[config.mk]
export PLATFORM = sky130hd
export DESIGN_NAME = pong_vga_sync
export DESIGN_NICKNAME = d
export VERILOG_FILES = /design/src/rtl/pong_vga_sync.sv
export SDC_FILE = /design/constraint.sdc
export NUM_CORES = 1
export LEC_CHECK = 0
export ABC_AREA = 0
export BUFFER_PORTS_ARGS = -buffer_cell sky130_fd_sc_hd__buf_2
export CORE_AREA = 2 2 56 58
export CTS_CLUSTER_DIAMETER = 120
export CTS_CLUSTER_SIZE = 14
export DETAILED_ROUTE_END_ITERATION = 6
export DIE_AREA = 0 0 58 60
export PLACE_DENSITY_LB_ADDON = 0.05
export SLEW_MARGIN = 20
export SYNTH_ARGS = -nofsm -noshare
export SYNTH_HDL_FRONTEND = slang
export SYNTH_SLANG_ARGS = --single-unit
[constraint.sdc]
create_clock -name clk -period 3.7 [get_ports clk]
set_clock_uncertainty 0.05 [all_clocks]
set_input_delay 1.11 -clock clk [delete_from_list [all_inputs] [get_ports clk]]
set_output_delay 1.11 -clock clk [all_outputs]
set_load 0.05 [all_outputs]
[src/rtl/pong_vga_sync.sv]
// pong_vga_sync: VGA scan timing generator (pixel divider, h/v counters, sync, strobes).
// Ports: clk, reset (sync, active-high); pixel_x/pixel_y scan position; p_tick/l_tick/f_tick
//   pixel/line/frame strobes; hsync/vsync at SYNC_POL; video_on inside visible area.
// Optional macro PONG_SYNC_PIPE_EN: delays hsync/vsync/video_on by one extra clk register stage.
module pong_vga_sync #(
  parameter int DIV      = 4,
  parameter int H_DISP   = 640,
  parameter int H_FP     = 16,
  parameter int H_SYNC   = 96,
  parameter int H_BP     = 48,
  parameter int V_DISP   = 480,
  parameter int V_FP     = 10,
  parameter int V_SYNC   = 2,
  parameter int V_BP     = 33,
  parameter bit SYNC_POL = 1'b0
) (
  input  logic       clk,
  input  logic       reset,
  output logic [9:0] pixel_x,
  output logic [9:0] pixel_y,
  output logic       p_tick,
  output logic       l_tick,
  output logic       f_tick,
  output logic       hsync,
  output logic       vsync,
  output logic       video_on
);

  localparam int H_TOT = H_DISP + H_FP + H_SYNC + H_BP;
  localparam int V_TOT = V_DISP + V_FP + V_SYNC + V_BP;
  localparam int DW    = (DIV > 2) ? $clog2(DIV) : 1;

  if (H_TOT > 1024) begin : g_bad_h_tot
    $error("pong_vga_sync: H_TOT exceeds 1024");
  end
  if (V_TOT > 1024) begin : g_bad_v_tot
    $error("pong_vga_sync: V_TOT exceeds 1024");
  end
  if (DIV < 2) begin : g_bad_div
    $error("pong_vga_sync: DIV must be at least 2");
  end

  localparam logic [DW-1:0] DIV_LAST = DW'(DIV - 1);
  localparam logic [9:0] H_LAST   = 10'(H_TOT - 1);
  localparam logic [9:0] V_LAST   = 10'(V_TOT - 1);
  localparam logic [9:0] H_VIS    = 10'(H_DISP);
  localparam logic [9:0] V_VIS    = 10'(V_DISP);
  localparam logic [9:0] HS_START = 10'(H_DISP + H_FP);
  localparam logic [9:0] HS_END   = 10'(H_DISP + H_FP + H_SYNC - 1);
  localparam logic [9:0] VS_START = 10'(V_DISP + V_FP);
  localparam logic [9:0] VS_END   = 10'(V_DISP + V_FP + V_SYNC - 1);

  logic [DW-1:0] div_cnt, div_nxt;
  logic [9:0]    h_nxt, v_nxt;
  logic          hs_nxt, vs_nxt, vo_nxt;
  logic          hs_r, vs_r, vo_r;

  always_comb begin
    p_tick = (div_cnt == DIV_LAST);
    l_tick = p_tick && (pixel_x == H_LAST);
    f_tick = l_tick && (pixel_y == V_LAST);

    div_nxt = p_tick ? '0 : div_cnt + DW'(1);
    h_nxt   = pixel_x;
    v_nxt   = pixel_y;
    if (p_tick) begin
      h_nxt = (pixel_x == H_LAST) ? 10'd0 : pixel_x + 10'd1;
    end
    if (l_tick) begin
      v_nxt = (pixel_y == V_LAST) ? 10'd0 : pixel_y + 10'd1;
    end

    // Decode from next-state counters so the registered flags line up with pixel_x/pixel_y.
    hs_nxt = ((h_nxt >= HS_START) && (h_nxt <= HS_END)) ? SYNC_POL : ~SYNC_POL;
    vs_nxt = ((v_nxt >= VS_START) && (v_nxt <= VS_END)) ? SYNC_POL : ~SYNC_POL;
    vo_nxt = (h_nxt < H_VIS) && (v_nxt < V_VIS);
  end

  always_ff @(posedge clk) begin
    if (reset) begin
      div_cnt <= '0;
      pixel_x <= 10'd0;
      pixel_y <= 10'd0;
      hs_r    <= ~SYNC_POL;
      vs_r    <= ~SYNC_POL;
      vo_r    <= 1'b0;
    end else begin
      div_cnt <= div_nxt;
      pixel_x <= h_nxt;
      pixel_y <= v_nxt;
      hs_r    <= hs_nxt;
      vs_r    <= vs_nxt;
      vo_r    <= vo_nxt;
    end
  end

`ifdef PONG_SYNC_PIPE_EN
  // One extra stage to match the synchronous font ROM read latency downstream.
  logic hs_p, vs_p, vo_p;

  always_ff @(posedge clk) begin
    if (reset) begin
      hs_p <= ~SYNC_POL;
      vs_p <= ~SYNC_POL;
      vo_p <= 1'b0;
    end else begin
      hs_p <= hs_r;
      vs_p <= vs_r;
      vo_p <= vo_r;
    end
  end

  assign hsync    = hs_p;
  assign vsync    = vs_p;
  assign video_on = vo_p;
`else
  assign hsync    = hs_r;
  assign vsync    = vs_r;
  assign video_on = vo_r;
`endif

endmodule

Word-level counts from Yosys, hierarchy flattened:

Cells that the tools add are included.

* add/subtract/negate cells: 3
* $lt $le $gt $ge: 6
* equal/unequal tests: 3
* muxes and demuxes: 6
* reduce and logical (&&, ||, !) cells: 6

Operator list (number)
* 10-bit 2-to-1 mux: 4
* 10-bit by 1-bit adder with 10-bit output (second input constant): 2
* 10-bit equality test (second input constant): 2
* 10-bit >= comparator (second input constant): 1
* 10-bit by 9-bit >= comparator with 1-bit output (second input constant): 1
* 10-bit less-or-equal comparator (second input constant): 1
* 10-bit by 9-bit less-or-equal comparator with 1-bit output (second input constant): 1
* 10-bit < comparator (second input constant): 1
* 10-bit by 9-bit < comparator with 1-bit output (second input constant): 1
* 1-bit logical AND: 5
* 2-bit by 1-bit adder with 2-bit output (second input constant): 1
* 2-bit equality test (second input constant): 1
* 1-bit 2-to-1 mux: 2
* 2-bit OR reduction: 1

* flip-flop bits (word level): 25
* input port bits: 2
* output and inout port bits: 26
* word-level logic and storage cells: 30

Depth between registers and ports, before layout:

Gate-level depths: netlist of the first run.

* word-level depth: 6
* gate-level depth with buffers: 8
* gate-level depth less buffers: 7

Least setup slack after synthesis of the first run:

Ideal clock, no wire load.

* kind: register -> output
* start: reg pixel_y[2]
* end: out f_tick
* arrival: 2421 ps
* required time: 2540 ps
* slack: 119 ps
* stages on the path, launching flop included: 5
* path buffers: 1
* cells stage by stage: dfxtp_1 buf_2 nand4_1 or4b_2 nor2_1

* longest elaborated chain between the ends: 2

RTL lines
* from (decl): RTL line 20 `output logic [9:0] pixel_y,`
* from (signal assigned): RTL line 90 `pixel_y <= v_nxt;`
* 10-bit equality test: RTL line 61 `f_tick = l_tick && (pixel_y == V_LAST);`
* 1-bit logical AND: RTL line 61
* to (decl): RTL line 23 `output logic f_tick,`

Every way passes these cells.

Worst setup path in the final report of the first run:

* start: reg pixel_y[0]
* end: out f_tick

Same word-level chain as after synthesis.

==> key figures, run 1 <==
Routing
  • Routed len/inst: between 10 and 15 um
  • Vias per inst: about 5.9
  • Remaining DRCs: 0
  • Iteration-0 DRC Markers: between 70 and 80
  • DRT met1 WL: ~1.4 mm
  • DRT antenna net count: 0
  • DR pass1 iterations: 4
  • Routed WL: approximately 3.2 mm
  • Detail Route met2 WL: roughly 1.6 mm
  • Max Used Layer: met4
  • Met3 wire len: 148 um
  • DR vias: between 1,000 and 1,500

Outcome
  • Status: complete, no violations

Worst setup path
  • CP Capture Type: primary output
  • Startpoint class of the critical path: flop
  • Critical path's slowest cell: or4b_2
  • WP buf/inv: 2
  • Critical Path, Cell by Cell: inv_1 > ha_1 > nand4_1 > or4b_2 > nor2_1 > buf_2
  • Launch point of the worst path: pixel_y[0]
  • CP Data Required Time: about 2500 ps
  • Register-to-register setup slack: 1140 ps
  • WS Path Type: flop to primary output
  • Crit-path max FO: 8
  • Reg-to-Reg End: vsync
  • Reg2reg start: pixel_x[0]
  • Stages on worst setup path: 6
  • Crit path DAT: between 2000 and 2500 ps
  • Max incr delay on CP: around 730 ps
  • Worst setup endpoint: f_tick
  • Reg2reg path depth: 7
  • CP delay by family, top: simple AND/OR/NAND/NOR gates

Layout
  • FF+latch area: around 500 um^2
  • Post-route cell area: between 1500 and 2000 um^2
  • Fill count: just under 300
  • Ant. Diodes: 0
  • Multi-input gate area: between 800 and 900 um^2
  • Total Nets Final: between 150 and 200
  • Area delta synth->final: 13.12%
  • Share of layout cells above drive strength 1: a little over a fifth

Global routing
  • Largest net degree at the start of global routing: 25
  • Initial antenna violation count: 0
  • Number of global-route vias before repair: about 1,200
  • First-pass GRT wire length: about 5.1 mm
  • GRT Total Usage: 18.82%
  • Total gr overflow: 0

Hold path
  • HP Class: flop to flop

Pwr
  • Final Total Pwr: 422.6 uW
  • Pleak: 0.6204 nW
  • P per Cell Area: ~270 nW/um^2
  • Maximum vdd drop: between 0.15 and 0.2 mV

Clock network
  • CTS tree: built
  • # resized after CTS: 0
  • CTS HTree Levels: 1
  • Clock Tree Root: clkbuf_4
  • Postcts setup bufs: 0
  • Clk sinks: 25
  • Inserted Clock Buffers: 3
  • Reg clk slew, reported paths: 130 ps
  • CTS hold repair buffers: 0
  • Clk buf depth: 2
  • Skew-Pair Late Insertion Delay: 320 ps

Timing
  • Setup TNS: 0 ps
  • Slew Viols, Final: 0
  • Min cycle time layout: 3378 ps
  • RSZ-0062 raised after global routing: no
  • Final hold vios: 0
  • Tightest Pin Transition: 504.3 ps
  • Final Hold Slack: ~400 ps
  • Max Fclk: ~0.30 GHz
  • Slew HR: between 60 and 70%
  • Fin crit share: approximately nine tenths
  • # setup viols final: 0

Placed design
  • GP Congestion: between 0.8 and 0.9
  • Placed cell area: between 1500 and 2000 um^2
  • Port Buf Inserts: 27
  • Detailed Place HPWL: 2.370 mm

Die
  • Die Wd: slightly below 60 um
  • Chip height: 60 um
  • Initial Util: between 40 and 50%
  • Site Rows: 20
  • Core area: 2903 um^2
  • Die ar.: around 3500 um^2
  • Ports: 28

Logic synthesis
  • Synth Register Bits: 25
  • Average size of a mapped cell: approximately 8.3 um^2
  • Netlist cell types: 39
  • Post-Syn Instances: 167
  • Synth Cell Area: ~1400 um^2
  • Register area share after synthesis: 35.94%
  • Synthesized net count: 173
  • Ys Warns: 0

Job
  • Max-cap viol count: 0
[worst register-to-register path, stage by stage (launching register included)]
cell,delay [ps]
dfxtp_1,430
ha_1,210
and4_1,310
nand4_2,270
buf_4,280
or4_4,530
a211oi_2,250
nand4_1,120
[cell type report]
cell class                 count  share of cell area [%]
multi-input combinational    127                   52.66
sequential                    25                   31.77
timing repair buffer          30                   10.01
tap                           33                   2.621
clock buffer                   3                   1.430
inverter                       5                   1.191
clock inverter                 1                  0.3177
[cell usage in the layout, fill, tap and decap left out, types with 2 or more instances in the layout]
cell type	netlist	final
buf_2	5	27
dfxtp_1	25	25
nor2_1	15	15
a21oi_1	15	15
nor3_1	10	10
nand2_1	10	10
nand4_1	9	9
nand3_1	9	9
o21ai_0	6	6
inv_1	5	5
xnor2_1	5	5
ha_1	4	4
and4_1	3	3
xor2_1	3	3
o21a_1	3	3
nand2b_1	3	3
nand3b_1	3	3
and3_1	3	3
clkbuf_4	0	3
buf_4	0	3
nor4b_4	2	2
nand4b_1	2	2
a311oi_1	2	2
nor4_1	2	2
nor3b_1	2	2
a211oi_1	2	2
[report_power, final]
part           switching [mW]  leakage (nW)  internal [mW]
logic                  0.0168         0.400        0.00717
registers             0.00241         0.202          0.274
clock network          0.0823        0.0177         0.0404
total                   0.101         0.620          0.321
[layer usage]
metal	track usage, %	up-vias
met5	0	-
met4	9.302	0
met3	2.165	4
met2	32.63	34
met1	23.11	616
li1	-	673
[metrics by stage]
step,instances,util [%],worst slack [ps]
after global placement,220,53.32,747.8
after global routing,224,54.27,202.4
after floorplan,167,-,119.1
after CTS,224,54.27,319.4
final,224,54.27,322.5
after detailed placement,220,53.32,705.2
[flip-flops by register name (all words and copies together) (netlist names)]
| register | flops |
|---|---|
| hsync | 1 |
| vsync | 1 |
| pixel_y | 10 |
| div_cnt | 2 |
| pixel_x | 10 |
| video_on | 1 |
[cell usage after synthesis]
cell      number  area, um^2
o21ai_0        6       30.03
and3_1         3       18.77
o31ai_1        1       7.510
nand3b_1       3       22.52
nand4b_1       2       17.52
or4_1          1       7.510
clkbuf_1       5       18.77
nand3_1        9       45.04
a31oi_1        1       6.260
xor2_1         3       26.28
o21a_1         3       22.52
xnor2_1        5       43.79
buf_2          5       25.02
a221oi_1       1       8.760
nor3b_1        2       15.01
a211o_1        1       8.760
nor3_1        10       50.05
mux2i_1        1       10.01
nand4_2        1       12.51
nor4b_4        2       47.55
a21oi_1       15       75.07
nand2b_1       3       18.77
nor2_1        15       56.30
ha_1           4       50.05
dfxtp_1       25       500.5
or2_2          1       6.260
o311a_1        1       10.01
or4b_2         1       10.01
nand4_1        9       56.30
a211oi_1       2       15.01
a211oi_2       1       12.51
a21o_1         1       7.510
or4_4          1       11.26
a311oi_1       2       17.52
and4_1         3       26.28
nor4_1         2       12.51
inv_1          5       18.77
nand2_1       10       37.54
or3_1          1       6.260
[kinds of logic (layout without fill, tap and decap cells)]
group	count (synthesis)	count (layout)	share of synthesized area, %
adders and majority gates	4	4	3.594
buffers and inverters	15	39	4.492
AOI/OAI and AO/OA	35	35	15.90
and+or+nand+nor	79	79	34.32
muxes	1	1	0.7188
DFF	25	25	35.94
xor gates and xnor gates	8	8	5.032
[how the worst min path moves through the flow]
stage | from | endpoint | slack, ps | cells past startpoint
finish | div_cnt[0] | div_cnt[0] | 400 | 1
global route | div_cnt[0] | div_cnt[0] | 440 | 1
CTS | div_cnt[0] | div_cnt[0] | 400 | 1
detailed placement | div_cnt[0] | div_cnt[0] | 370 | 1
global placement | div_cnt[0] | div_cnt[0] | 360 | 1
floorplan | div_cnt[0] | div_cnt[0] | 350 | 1
Note: power is estimated with default switching activity, not from simulation.
==> inputs of run 2 (changes only) <==
==> constraint.sdc (replaced) <==
create_clock -name clk -period 4.38 [get_ports clk]
set_clock_uncertainty 0.05 [all_clocks]
set_input_delay 1.314 -clock clk [delete_from_list [all_inputs] [get_ports clk]]
set_output_delay 1.314 -clock clk [all_outputs]
set_load 0.05 [all_outputs]
==> key figures, run 2 (synthesis gave the netlist of run 1 again) <==
Layout
  • Ant. Diodes: 0 (unchanged)
  • Area delta synth->final: 12.04%
  • Biggest registers after layout: pixel_x: 10 flops, pixel_y: 10 flops, div_cnt: 2 flops
  • Most frequent cells in the layout: buf_2 (27), dfxtp_1 (25), nor2_1 (15), a21oi_1 (15)
  • Commonest non-fill, non-tap cell in the layout: buf_2
  • Share of layout cells above drive strength 1: 20.63% (-0.83 points)
  • Total Nets Final: 196 (-1.0%)

Placed design
  • Port Buf Inserts: 27 (unchanged)
  • Detailed Place HPWL: 2.269 mm (-4.3%)
  • Setup slack after placement: 1062 ps (+356.4 ps)
  • GP Congestion: 0.8118 (-0.53%)

Timing
  • Final hold vios: 0 (unchanged)
  • Slew HR: 65.83% (-0.40 points)
  • RSZ-0062 raised after global routing: no
  • # setup viols final: 0 (unchanged)
  • Final setup margin: 689.8 ps (+367.3 ps)
  • Fin crit share: around 84%
  • Slew Viols, Final: 0 (unchanged)
  • Tightest Pin Transition: 510.3 ps (+6.003 ps)
  • Min cycle time layout: between 3000 and 4000 ps
  • Setup TNS: 0 ps (unchanged)
  • Max Fclk: about 0.27 GHz

Job
  • Max-cap viol count: 0 (unchanged)

Clock network
  • CTS HTree Levels: 1 (unchanged)
  • Clock Tree Root: clkbuf_4
  • Clk sinks: 25 (unchanged)
  • Reg clk slew, reported paths: 140 ps (about the same)
  • Postcts setup bufs: 0 (unchanged)
  • CTS hold repair buffers: 0 (unchanged)
  • Skew-Pair Late Insertion Delay: 310 ps (about the same)
  • # resized after CTS: 0 (unchanged)
  • Inserted Clock Buffers: 3 (unchanged)
  • CTS tree: built
  • Clk buf depth: 2 (unchanged)

Pwr
  • Pint: 270.7 uW (-16%)
  • Pleak: 0.6096 nW (-1.7%)
  • Combinational Power Share: 5.4% (-0.3 points)
  • Maximum vdd drop: 0.1474 mV (-11%)
  • Sequential share of power: 65.6% (+0.3 points)
  • Total net switching power: 84.89 uW (-16%)
  • P per Cell Area: 227.9 nW/um^2 (-15%)
  • Clock power frac: 29.0% (about the same)
  • Switching Fraction: 23.87% (-0.14 points)

Routing
  • Routed WL: 3.106 mm (-2.4%)
  • DRT antenna net count: 0 (unchanged)
  • Vias per inst: 6.050 (+2.1%)
  • Routed len/inst: 13.99 um (-1.5%)
  • Remaining DRCs: 0 (unchanged)
  • Iteration-0 DRC Markers: 44 (-38%)
  • DR vias: 1,343 (+1.2%)
  • DR pass1 iterations: 4 (unchanged)

Die
  • Site Rows: 20 (unchanged)
  • Initial Util: 47.97% (unchanged)
  • Chip height: 60 um (unchanged)
  • Die ar.: 3480 um^2 (unchanged)
  • Die Wd: 58 um (unchanged)
  • Core area: 2903 um^2 (unchanged)
  • Ports: 28 (unchanged)

Global routing
  • Largest net degree at the start of global routing: 25 (unchanged)
  • First-pass GRT wire length: 5.244 mm (+3.4%)
  • Number of global-route vias before repair: 1,143 (-1.3%)
  • Initial antenna violation count: 0 (unchanged)
  • GRT Total Usage: 19.41% (+0.59 points)
  • Total gr overflow: 0 (unchanged)

Outcome
  • Status: complete, no violations

Worst setup path
  • Crit path DAT: 2330 ps (+110 ps)
  • CP delay by family, top: buffers and inverters
  • WS Path Type: flop to primary output
  • Critical Path, Cell by Cell: ha_1 > and4_1 > nand4_2 > buf_4 > inv_1 > buf_2
  • Startpoint class of the critical path: flop
  • WP buf/inv: 3 (+1)
  • Critical path's slowest cell: dfxtp_1
  • Max incr delay on CP: 360 ps (-370 ps)
  • CP Capture Type: primary output
  • CP Data Required Time: 3020 ps (+480 ps)
  • Crit-path max FO: 22 (+14)

Hold path
  • HP Class: flop to flop
-- run 2: layout make-up --
| type | count | area (um^2) |
|---|---|---|
| multi-input cells | 127 | 829.5 |
| well taps | 33 | 41.29 |
| flip-flops and latches | 25 | 500.5 |
| clock buffers | 3 | 22.52 |
| repair buffers | 28 | 142.6 |
| fillers | 311 | 1343 |
| inverters | 5 | 18.77 |
| clock inverters | 1 | 5.005 |
-- run 2: worst reg2reg max path: stages (launching register included) --
cell	delay (ps)
dfxtp_1	360
ha_1	360
and4_1	340
nand4_2	110
buf_4	220
inv_1	280
o21ai_0	220
a211o_1	330
a211oi_1	210
-- run 2: final timing paths --
kind,from,end,slack (ps),cells after the start
worst max-delay path,div_cnt[0],l_tick,690,6
worst min-delay path,div_cnt[0],div_cnt[0],390,1
worst max register to register,div_cnt[0],video_on,1820,8
worst min register to register,div_cnt[0],div_cnt[0],390,1
-- run 2: routing by layer --
metal / share of wire, % / track usage (%) / wire (um) / vias up
met4: 1.3 / 7.309 / 40 / 0
met1: 46 / 25.10 / 1425 / 646
met5: 0 / 0 / 0 / -
li1: - / - / - / 662
met2: 49 / 33.44 / 1524 / 31
met3: 3.7 / 1.948 / 115 / 4
-- run 2: power by group through the flow --
stage / clock network [mW] / registers, mW / logic, mW
4_1_cts: 0.108 / 0.233 / 0.0197
3_5_place_dp: 0 / 0.238 / 0.0197
3_3_place_gp: 0 / 0.238 / 0.0192
6_report: 0.103 / 0.233 / 0.0194
5_1_grt: 0.117 / 0.234 / 0.0212
2_1_floorplan: 0 / 0.242 / 0.0112
-- run 2: per-stage QoR --
| step | instances | instance area (um^2) | hold WS [ps] | util (%) | power [mW] |
|---|---|---|---|---|---|
| 6_report | 222 | 1560 | 391.0 | 53.75 | 0.3556 |
| 2_1_floorplan | 167 | 1393 | 354.3 | - | 0.2533 |
| 3_3_place_gp | 218 | 1533 | 361.6 | 52.80 | 0.2570 |
| 4_1_cts | 222 | 1560 | 391.7 | 53.75 | 0.3613 |
| 3_5_place_dp | 218 | 1533 | 371.8 | 52.80 | 0.2578 |
| 5_1_grt | 222 | 1560 | 409.5 | 53.75 | 0.3724 |
